File: src/rtl/rxframe_pkg.sv
// rxframe_pkg: definitions shared by the receive-frame checker and its FIFO.
//   - The 11-bit frame layout arrives LSB first on the line:
//     start bit, eight data bits, parity bit, stop bit.
//   - Parity-mode constants.
//   - The stored FIFO entry layout: the parity-error tag above the data byte.
//   - Helper functions that decode framing and parity errors.
package rxframe_pkg;

    localparam int FRAME_W      = 11;
    localparam int BIT_START    = 0;
    localparam int BIT_DATA_LSB = 1;
    localparam int BIT_DATA_MSB = 8;
    localparam int BIT_PAR      = 9;
    localparam int BIT_STOP     = 10;

    localparam logic PAR_MODE_EVEN = 1'b0;
    localparam logic PAR_MODE_ODD  = 1'b1;

    localparam int ENTRY_W = 9;

    typedef struct packed {
        logic       perr;
        logic [7:0] data;
    } rx_entry_t;

    function automatic logic frame_err(input logic [FRAME_W-1:0] frame);
        return frame[BIT_START] | ~frame[BIT_STOP];
    endfunction

    // The reduction over the data bits and the parity bit must equal the
    // mode bit: 0 for even parity, 1 for odd parity.
    function automatic logic parity_err(input logic [FRAME_W-1:0] frame,
                                        input logic               mode);
        return (^frame[BIT_PAR:BIT_DATA_LSB]) != mode;
    endfunction

endpackage

File: src/rtl/rxfifo.sv
// rxfifo: first-word-fall-through FIFO that stores the checked receive
// entries.
//   i_Pclk, i_Rst_n  clock; asynchronous active-low reset
//   push, wdata      write request and the entry to store
//   pop              read request; it is ignored while the FIFO is empty
//   rdata            head entry; meaningful only while empty=0
//   full, empty      status, derived from the pointers
//   count            number of stored entries (wptr - rptr)
// A push while full is accepted only when a pop happens on the same edge.
module rxfifo
    import rxframe_pkg::*;
#(
    parameter int DEPTH = 4,
    parameter int WIDTH = ENTRY_W
) (
    input  logic                     i_Pclk,
    input  logic                     i_Rst_n,
    input  logic                     push,
    input  logic [WIDTH-1:0]         wdata,
    input  logic                     pop,
    output logic [WIDTH-1:0]         rdata,
    output logic                     full,
    output logic                     empty,
    output logic [$clog2(DEPTH):0]   count
);

    localparam int AW = $clog2(DEPTH);
    localparam logic [AW:0] PTR_ONE = 1;

    logic [WIDTH-1:0] mem [DEPTH];
    logic [AW:0]      wptr;
    logic [AW:0]      rptr;
    logic             do_push;
    logic             do_pop;

    // The pointers carry one extra bit so that full and empty can be told
    // apart. They wrap modulo 2*DEPTH.
    assign empty   = (wptr == rptr);
    assign full    = (wptr[AW] != rptr[AW]) && (wptr[AW-1:0] == rptr[AW-1:0]);
    assign do_pop  = pop & ~empty;
    assign do_push = push & (~full | do_pop);

    always_ff @(posedge i_Pclk or negedge i_Rst_n) begin
        if (!i_Rst_n) begin
            wptr <= '0;
            rptr <= '0;
        end else begin
            if (do_push) wptr <= wptr + PTR_ONE;
            if (do_pop)  rptr <= rptr + PTR_ONE;
        end
    end

    // Storage is not reset. Entries are only ever read between the pointers.
    always_ff @(posedge i_Pclk) begin
        if (do_push) mem[wptr[AW-1:0]] <= wdata;
    end

    assign rdata = mem[rptr[AW-1:0]];
    assign count = wptr - rptr;

endmodule

File: src/rtl/rxframe.sv
// rxframe: checks received frames and queues the good ones.
//   i_Pclk, i_Rst_n  clock; asynchronous active-low reset
//   i_Frame, i_Done  frame from the shifter, qualified by a one-cycle strobe
//   o_Data, o_Perr   head entry: data byte and its parity-error tag
//   o_Valid, i_Ready head valid; the consumer accepts the head
//   o_Count          number of queued entries
//   o_Ferr           sticky framing error
//   o_Overrun        sticky overrun
//   i_Err_Clr        clears both sticky flags
// Frames pass through a one-deep register stage and are checked one cycle
// after the strobe. A frame with a framing error is dropped. Any other
// frame is queued, tagged with its parity result.
module rxframe
    import rxframe_pkg::*;
#(
    parameter int DEPTH      = 4,
    parameter int PARITY_ODD = 0
) (
    input  logic                     i_Pclk,
    input  logic                     i_Rst_n,
    input  logic [FRAME_W-1:0]       i_Frame,
    input  logic                     i_Done,
    output logic [7:0]               o_Data,
    output logic                     o_Perr,
    output logic                     o_Valid,
    input  logic                     i_Ready,
    output logic [$clog2(DEPTH):0]   o_Count,
    output logic                     o_Ferr,
    output logic                     o_Overrun,
    input  logic                     i_Err_Clr
);

    localparam logic PAR_MODE = (PARITY_ODD != 0) ? PAR_MODE_ODD : PAR_MODE_EVEN;

    logic               s1_valid;
    logic [FRAME_W-1:0] s1_frame;
    logic               s1_ferr;
    logic               good_push;
    logic               ferr_evt;
    logic               ovr_evt;
    logic               fifo_full;
    logic               fifo_empty;
    rx_entry_t          wr_entry;
    rx_entry_t          rd_entry;

    // The stage advances every cycle, so back-to-back strobes flow through
    // in order without a stall.
    always_ff @(posedge i_Pclk or negedge i_Rst_n) begin
        if (!i_Rst_n) s1_valid <= 1'b0;
        else          s1_valid <= i_Done;
    end

    always_ff @(posedge i_Pclk) begin
        if (i_Done) s1_frame <= i_Frame;
    end

    assign s1_ferr   = frame_err(s1_frame);
    assign ferr_evt  = s1_valid & s1_ferr;
    assign good_push = s1_valid & ~s1_ferr;

    // The FIFO can only be full when it is not empty, so i_Ready alone tells
    // whether a pop frees a slot on this edge.
    assign ovr_evt = good_push & fifo_full & ~i_Ready;

    assign wr_entry.perr = parity_err(s1_frame, PAR_MODE);
    assign wr_entry.data = s1_frame[BIT_DATA_MSB:BIT_DATA_LSB];

    // A new error event takes priority over a clear on the same edge.
    always_ff @(posedge i_Pclk or negedge i_Rst_n) begin
        if (!i_Rst_n) begin
            o_Ferr    <= 1'b0;
            o_Overrun <= 1'b0;
        end else begin
            o_Ferr    <= ferr_evt | (o_Ferr    & ~i_Err_Clr);
            o_Overrun <= ovr_evt  | (o_Overrun & ~i_Err_Clr);
        end
    end

    rxfifo #(
        .DEPTH (DEPTH),
        .WIDTH (ENTRY_W)
    ) u_fifo (
        .i_Pclk  (i_Pclk),
        .i_Rst_n (i_Rst_n),
        .push    (good_push),
        .wdata   (wr_entry),
        .pop     (i_Ready),
        .rdata   (rd_entry),
        .full    (fifo_full),
        .empty   (fifo_empty),
        .count   (o_Count)
    );

    assign o_Valid = ~fifo_empty;
    assign o_Data  = rd_entry.data;
    assign o_Perr  = rd_entry.perr;

endmodule

File: config.mk
export PLATFORM = sky130hd
export DESIGN_NAME = rxframe
export DESIGN_NICKNAME = d
export VERILOG_FILES = /design/src/rtl/rxframe_pkg.sv /design/src/rtl/rxfifo.sv /design/src/rtl/rxframe.sv
export SDC_FILE = /design/constraint.sdc
export NUM_CORES = 1
export LEC_CHECK = 0
export BUFFER_PORTS_ARGS = -buffer_cell sky130_fd_sc_hd__buf_2
export CORE_UTILIZATION = 56
export CTS_CLUSTER_DIAMETER = 50
export DETAILED_ROUTE_END_ITERATION = 6
export PLACE_DENSITY_LB_ADDON = 0.3
export SETUP_SLACK_MARGIN = 0.05
export SYNTH_ARGS = -nofsm -noshare
export SYNTH_HDL_FRONTEND = slang
export SYNTH_SLANG_ARGS = --single-unit
File: constraint.sdc
create_clock -name i_Pclk -period 2.7 [get_ports i_Pclk]
set_input_delay 0.135 -clock i_Pclk [delete_from_list [all_inputs] [get_ports i_Pclk]]
set_output_delay 0.135 -clock i_Pclk [all_outputs]
set_load 0.02 [all_outputs]
Yosys cells after proc, flatten, opt, wreduce, memory -nomap -nowiden
Memories as Yosys holds them, arrays and structs flattened.
Cells that the tools add are included.
Operators by class
  reduce and logical (&&, ||, !) cells: 2
  add/subtract/negate cells: 3
  eq/ne operators: 3
  bitwise gates (word level): 18
  muxes and demuxes: 2
Operators by type and width (count)
  $reduce_xor 9->1: 1
  $and 1x1->1: 8
  $add 3x1->3 const B: 2
  $not 1->1: 6
  $or 1x1->1: 4
  $eq 3x3->1: 1
  $sub 3x3->3: 1
  $eq 2x2->1: 1
  $mux 1: 2
  $logic_and 1x1->1: 1
  $ne 1x1->1: 1
Storage, ports and cells
  memories kept: 1
  bits in writable memories: 36
  output and inout bits: 15
  bits in registers: 20
  input bits: 16
  word-level logic and storage cells: 35
Memories
  u_fifo.mem: depth 4, width 9, rd ports 1, clocked after memory_dff 0, wr ports 1, line rxfifo.sv:30  | logic [WIDTH-1:0] mem [DEPTH];

Longest topological paths before layout
  depth after elaboration: 7
  gate-level depth with buffers: 6

Cells and area by module
A second synthesis with hierarchy kept.
Second synthesis, totals
  cells, all modules: 123
  area total of the unflattened synthesis: 2290.9 µm²
By module, submodules not included
  rxfifo: cells each 93, area an instance 1756.7 µm², seq. area each 1231.2 µm², times used 1
  rxframe: cells each 30, area an instance 534.3 µm², seq. area each 405.4 µm², times used 1

Worst setup path before layout
OpenSTA, ideal clock, no wires.
  kind: register to register
  start: reg u_fifo.rptr[1]
  end: mem u_fifo.mem[2][0] (netlist name) (enable)
  stages on the path, launching flop included: 7
  setup time: 0.337 ns
  data required time: 2.363 ns
  data arrival time: 1.776 ns
  buffers on the path: 1
  slack: 0.587 ns
  cells stage by stage: dfrtp_1 clkbuf_1 inv_1 ha_1 nand2_1 o31a_1 and2_1
Between the ends
  word-level cells in the longest chain between the ends: 7
  elaborated cells between the ends (all ways): 10
  those cells by class: 2 x eq/ne; 2 x mux; 5 x bitwise; 1 x reduce/logical
Ends and longest elaborated chain
  start, declared: line rxfifo.sv:32  | logic [AW:0] rptr;
  start signal, assigned: line rxfifo.sv:49  | if (do_pop) rptr <= rptr + PTR_ONE;
  $eq 3x3->1 or $eq 2x2->1 (tied branches): line rxfifo.sv:38, rxfifo.sv:39
  $not 1->1 or $logic_and 1x1->1 (tied branches): line rxfifo.sv:40, rxfifo.sv:39
  $and 1x1->1 or $not 1->1 (tied branches): line rxfifo.sv:40, rxfifo.sv:41
  $or 1x1->1 *: line rxfifo.sv:41  | assign do_push = push & (~full | do_pop);
  $and 1x1->1 *: line rxfifo.sv:41
  $mux 1 *: line rxfifo.sv:55  | if (do_push) mem[wptr[AW-1:0]] <= wdata;
  $mux 1 (not written as such) *: line rxfifo.sv:55
  end, declared: line rxfifo.sv:30
Mark *: on every way between the ends. The rest lies on a longest branch, timed or not.

Worst setup path in the final report
  start: reg u_fifo.wptr[0]
  end: mem u_fifo.mem[0][8] (netlist name) (enable)
Between the ends
  word-level cells in the longest chain between the ends: 7
  elaborated cells between the ends (all ways): 10
  those cells by class: 2 x eq/ne; 2 x mux; 5 x bitwise; 1 x reduce/logical
Ends and longest elaborated chain
  start, declared: line rxfifo.sv:31  | logic [AW:0] wptr;
  start signal, assigned: line rxfifo.sv:48  | if (do_push) wptr <= wptr + PTR_ONE;
  $eq 3x3->1 or $eq 2x2->1 (tied branches): line rxfifo.sv:38, rxfifo.sv:39
  $not 1->1 or $logic_and 1x1->1 (tied branches): line rxfifo.sv:40, rxfifo.sv:39
  $and 1x1->1 or $not 1->1 (tied branches): line rxfifo.sv:40, rxfifo.sv:41
  $or 1x1->1: line rxfifo.sv:41
  $and 1x1->1: line rxfifo.sv:41
  $mux 1: line rxfifo.sv:55
  $mux 1 (not written as such): line rxfifo.sv:55
Several ways; a longest one is shown, not always the timed one.

==> summary.md <==
| Metric | Value |
|---|---|
| Die width | ~65 um |
| Total Wirelength | 3830 um |
| Syn nets | 136 |
| Layout cells sized above 1 | 32.7% |
| Die height | 65.5 um |
| Global Route Usage Sum | 21.4% |
| Cell area after synthesis | 2250 um2 |
| Grt total ovfl | 0 |
| Seq pwr share | 43.0% |
| RSZ-0062 raised after global routing | no |
| Vias in the first global route | 1216 |
| Final antenna-violating net count | 0 |
| # IOs | 31 |
| Row count | 22 |
| Clk pwr share | 17.5% |
| Pin slew with the least headroom to its limit | 0.420 ns |
| Initial antenna violation count | 0 |
| Post-DP HPWL | around 2700 um |
| Crit path max fanout | 9 |
| P&R area growth vs syn | 19.1% |
| Slowest cell on crit path | and2_1 |
| Commonest non-fill, non-tap cells in the layout | edfxtp_1 (47), buf_2 (30), dlygate4sd3_1 (12) |
| R2r setup slk | ~0.65 ns |
| Syn Inst Count | 112 |
| Commonest non-fill, non-tap cell in the layout | edfxtp_1 |
| CTS clk-pin slew, worst paths | 0.10 ns |
| Yosys cell types | 25 |
| Final Cycle Share | 75.9% |
| GPL Wtd Cong | 0.765 |
| Critical setup path kind | flop to flop |
| WP data arrival | 2.01 ns |
| Power per cell area | 986 nW/um2 |
| DIE AREA | 4280 um2 |
| CTS tree | yes |
| Num CTS Buffers | 5 |
| Crit path time final | 2.05 ns |
| Post-CTS Repair Setup Buffers | 0 |
| Hold Violations, Final | 0 |
| Initial DRC count | 52 |
| Avg WL per Cell | 18.2 um |
| VDD IR max | 0.668 mV |
| WHS | 0.0981 ns |
| Internal Dissipation | 1.70 mW |
| Net Sw Frac | between 30 and 40% |
| Rel. slew slack | 71.7% |
| Buffers on Ports | 30 |
| Largest net degree at the start of global routing | 20 |
| Design Power | approximately 2.6 mW |
| Seq/Total Area, Yosys | about 73% |
| Core ar. | 3770 um2 |
| First-pass GRT wire length | 6150 um |
| Status | completed |
| Worst path top cell family by delay | simple AND/OR/NAND/NOR gates |
| Hold Crit Class | input pin to flop |
| F_max | 488 MHz |
| Clock sink count | 56 |
| Worst Skew | 0.00699 ns |
| Yosys warns | 0 |
| Max_cap viols | 0 |
| Via count | 1126 |
| Leakage | 1.02 nW |
| Worst endpoint required time | between 2 and 3 ns |
| Post-place setup slack | 0.645 ns |
| Crit-path cells | inv_1, ha_1, nand2_1, o31a_1, and2_1 |
| Leading area contributor after synthesis | edfxtp_1 |
| Design area | 2690 um2 |
| Final Net Count | 185 |
| Slowest cell delay on critical path | 0.43 ns |
| Number of max-slew violations in the final report | 0 |
| Buf/Inv on CP | 1 |
| Final setup fails | 0 |
| Top-area cell type share of the netlist area | 62.6% |
| # H-tree levels | 2 |
| Worst-Skew Late Latency | 0.31 ns |
| Longest Clk Path Bufs | 2 |
| Final worst-path setup slack | 0.651 ns |
| DR pass1 iterations | 4 |
| Startpoint Class | flop |
| Ant diodes | 0 |
| DRC | 0 |
| Yosys reg bits | 56 |
| Comb pwr share | 39.6% |
| Clock root buffer | clkbuf_8 |
| Fin Setup TNS | 0 ns |
| Via-per-instance ratio | 5.36 |
| Sw power | 944 uW |
| Initial core utilization | 59.8% |
| Largest cells by area after synthesis | edfxtp_1 (63%), dfrtp_1 (10%), mux4_2 (9.0%), ha_1 (3.9%), xnor2_1 (3.9%) |
| Area post-placement | 2470 um2 |
| CP Capture Type | flop |
| Synth Area per Inst | 20.1 um2 |
==> layout make-up <==
cell class,instances,area (um2)
Tap cell,48,60.1
Clock inverter,3,25.0
Timing Repair Buffer,44,285
Inverter,7,26.3
Clock buffer,5,68.8
Sequential cell,56,1640
Multi-Input combinational cell,47,583
Fill cell,232,1090
==> per-stage QoR <==
step	utilization, %	std cells
6_report	71.2	210
2_1_floorplan	-	112
3_3_place_gp	65.5	190
5_1_grt	71.2	210
3_5_place_dp	65.5	190
4_1_cts	70.9	209
==> synthesized netlist by cell type, drive strengths merged <==
cell type,count
nand2b,1
dfrtp,9
edfxtp,47
and3b,1
fa,1
o21ai,1
ha,7
and2,3
mux4,9
clkbuf,1
nor3,1
xnor2,11
a22o,2
inv,7
nand3,1
xor2,2
xnor3,1
nand2,1
o311ai,1
mux2,2
o211ai,1
buf,1
o31a,1
==> worst reg2reg max path, stage by stage (launching register included) <==
cell	delay (ns)
dfrtp_1	0.42
inv_1	0.15
ha_1	0.28
nand2_1	0.16
o31a_1	0.26
and2_1	0.44
==> layer usage <==
metal	wire, um	track usage (%)	up-vias
li1	-	-	524
met1	1660	28.0	569
met2	1990	35.1	28
met3	126	4.69	5
met4	58	8.97	0
met5	0	0	-
==> kinds of logic after synthesis <==
family | after synthesis | share of synthesized area (%)
AOI/OAI and AO/OA | 6 | 2.44
xor gates and xnor gates | 14 | 6.38
adders and majority gates | 8 | 4.77
buffers and inverters | 9 | 1.55
DFF | 56 | 72.6
muxes | 11 | 10.2
and+or+nand+nor | 8 | 2.11
==> power groups by stage <==
stage / logic [mW] / clock network (mW) / registers [mW]
floorplan: 0.743 / 0 / 1.15
CTS: 1.06 / 0.471 / 1.14
detailed placement: 1.05 / 0 / 1.16
global route: 1.15 / 0.502 / 1.15
global placement: 0.999 / 0 / 1.15
finish: 1.05 / 0.462 / 1.14
==> state kept, by name, indices dropped and copies added (netlist names) <==
register	flops
s1_valid	1
u_fifo.mem	36
u_fifo.wptr	3
o_Ferr	1
u_fifo.rptr	3
o_Overrun	1
s1_frame	11
==> path summary, 6_finish.rpt <==
check                                            from                         end  cells past startpoint
min reg2reg                        s1_valid$_DFF_PN0_            o_Ferr$_DFF_PN0_                      1
max reg2reg                u_fifo.wptr[0]$_DFFE_PN0P_  u_fifo.mem[0][8]$_DFFE_PP_                      5
min in group asynchronous                     i_Rst_n  u_fifo.rptr[2]$_DFFE_PN0P_                      2
min                                            i_Done          s1_valid$_DFF_PN0_                      1
max                        u_fifo.wptr[0]$_DFFE_PN0P_  u_fifo.mem[0][8]$_DFFE_PP_                      5
max in group asynchronous                     i_Rst_n  u_fifo.rptr[0]$_DFFE_PN0P_                      2
==> repair_timing <==
item,4_1_cts,5_1_grt
endpoints found under the hold margin,19,1
setup endpoints to repair,0,0
gates resized for setup,0,0
hold buffers,11,1
No activity file was read; power rests on OpenSTA's default activity.
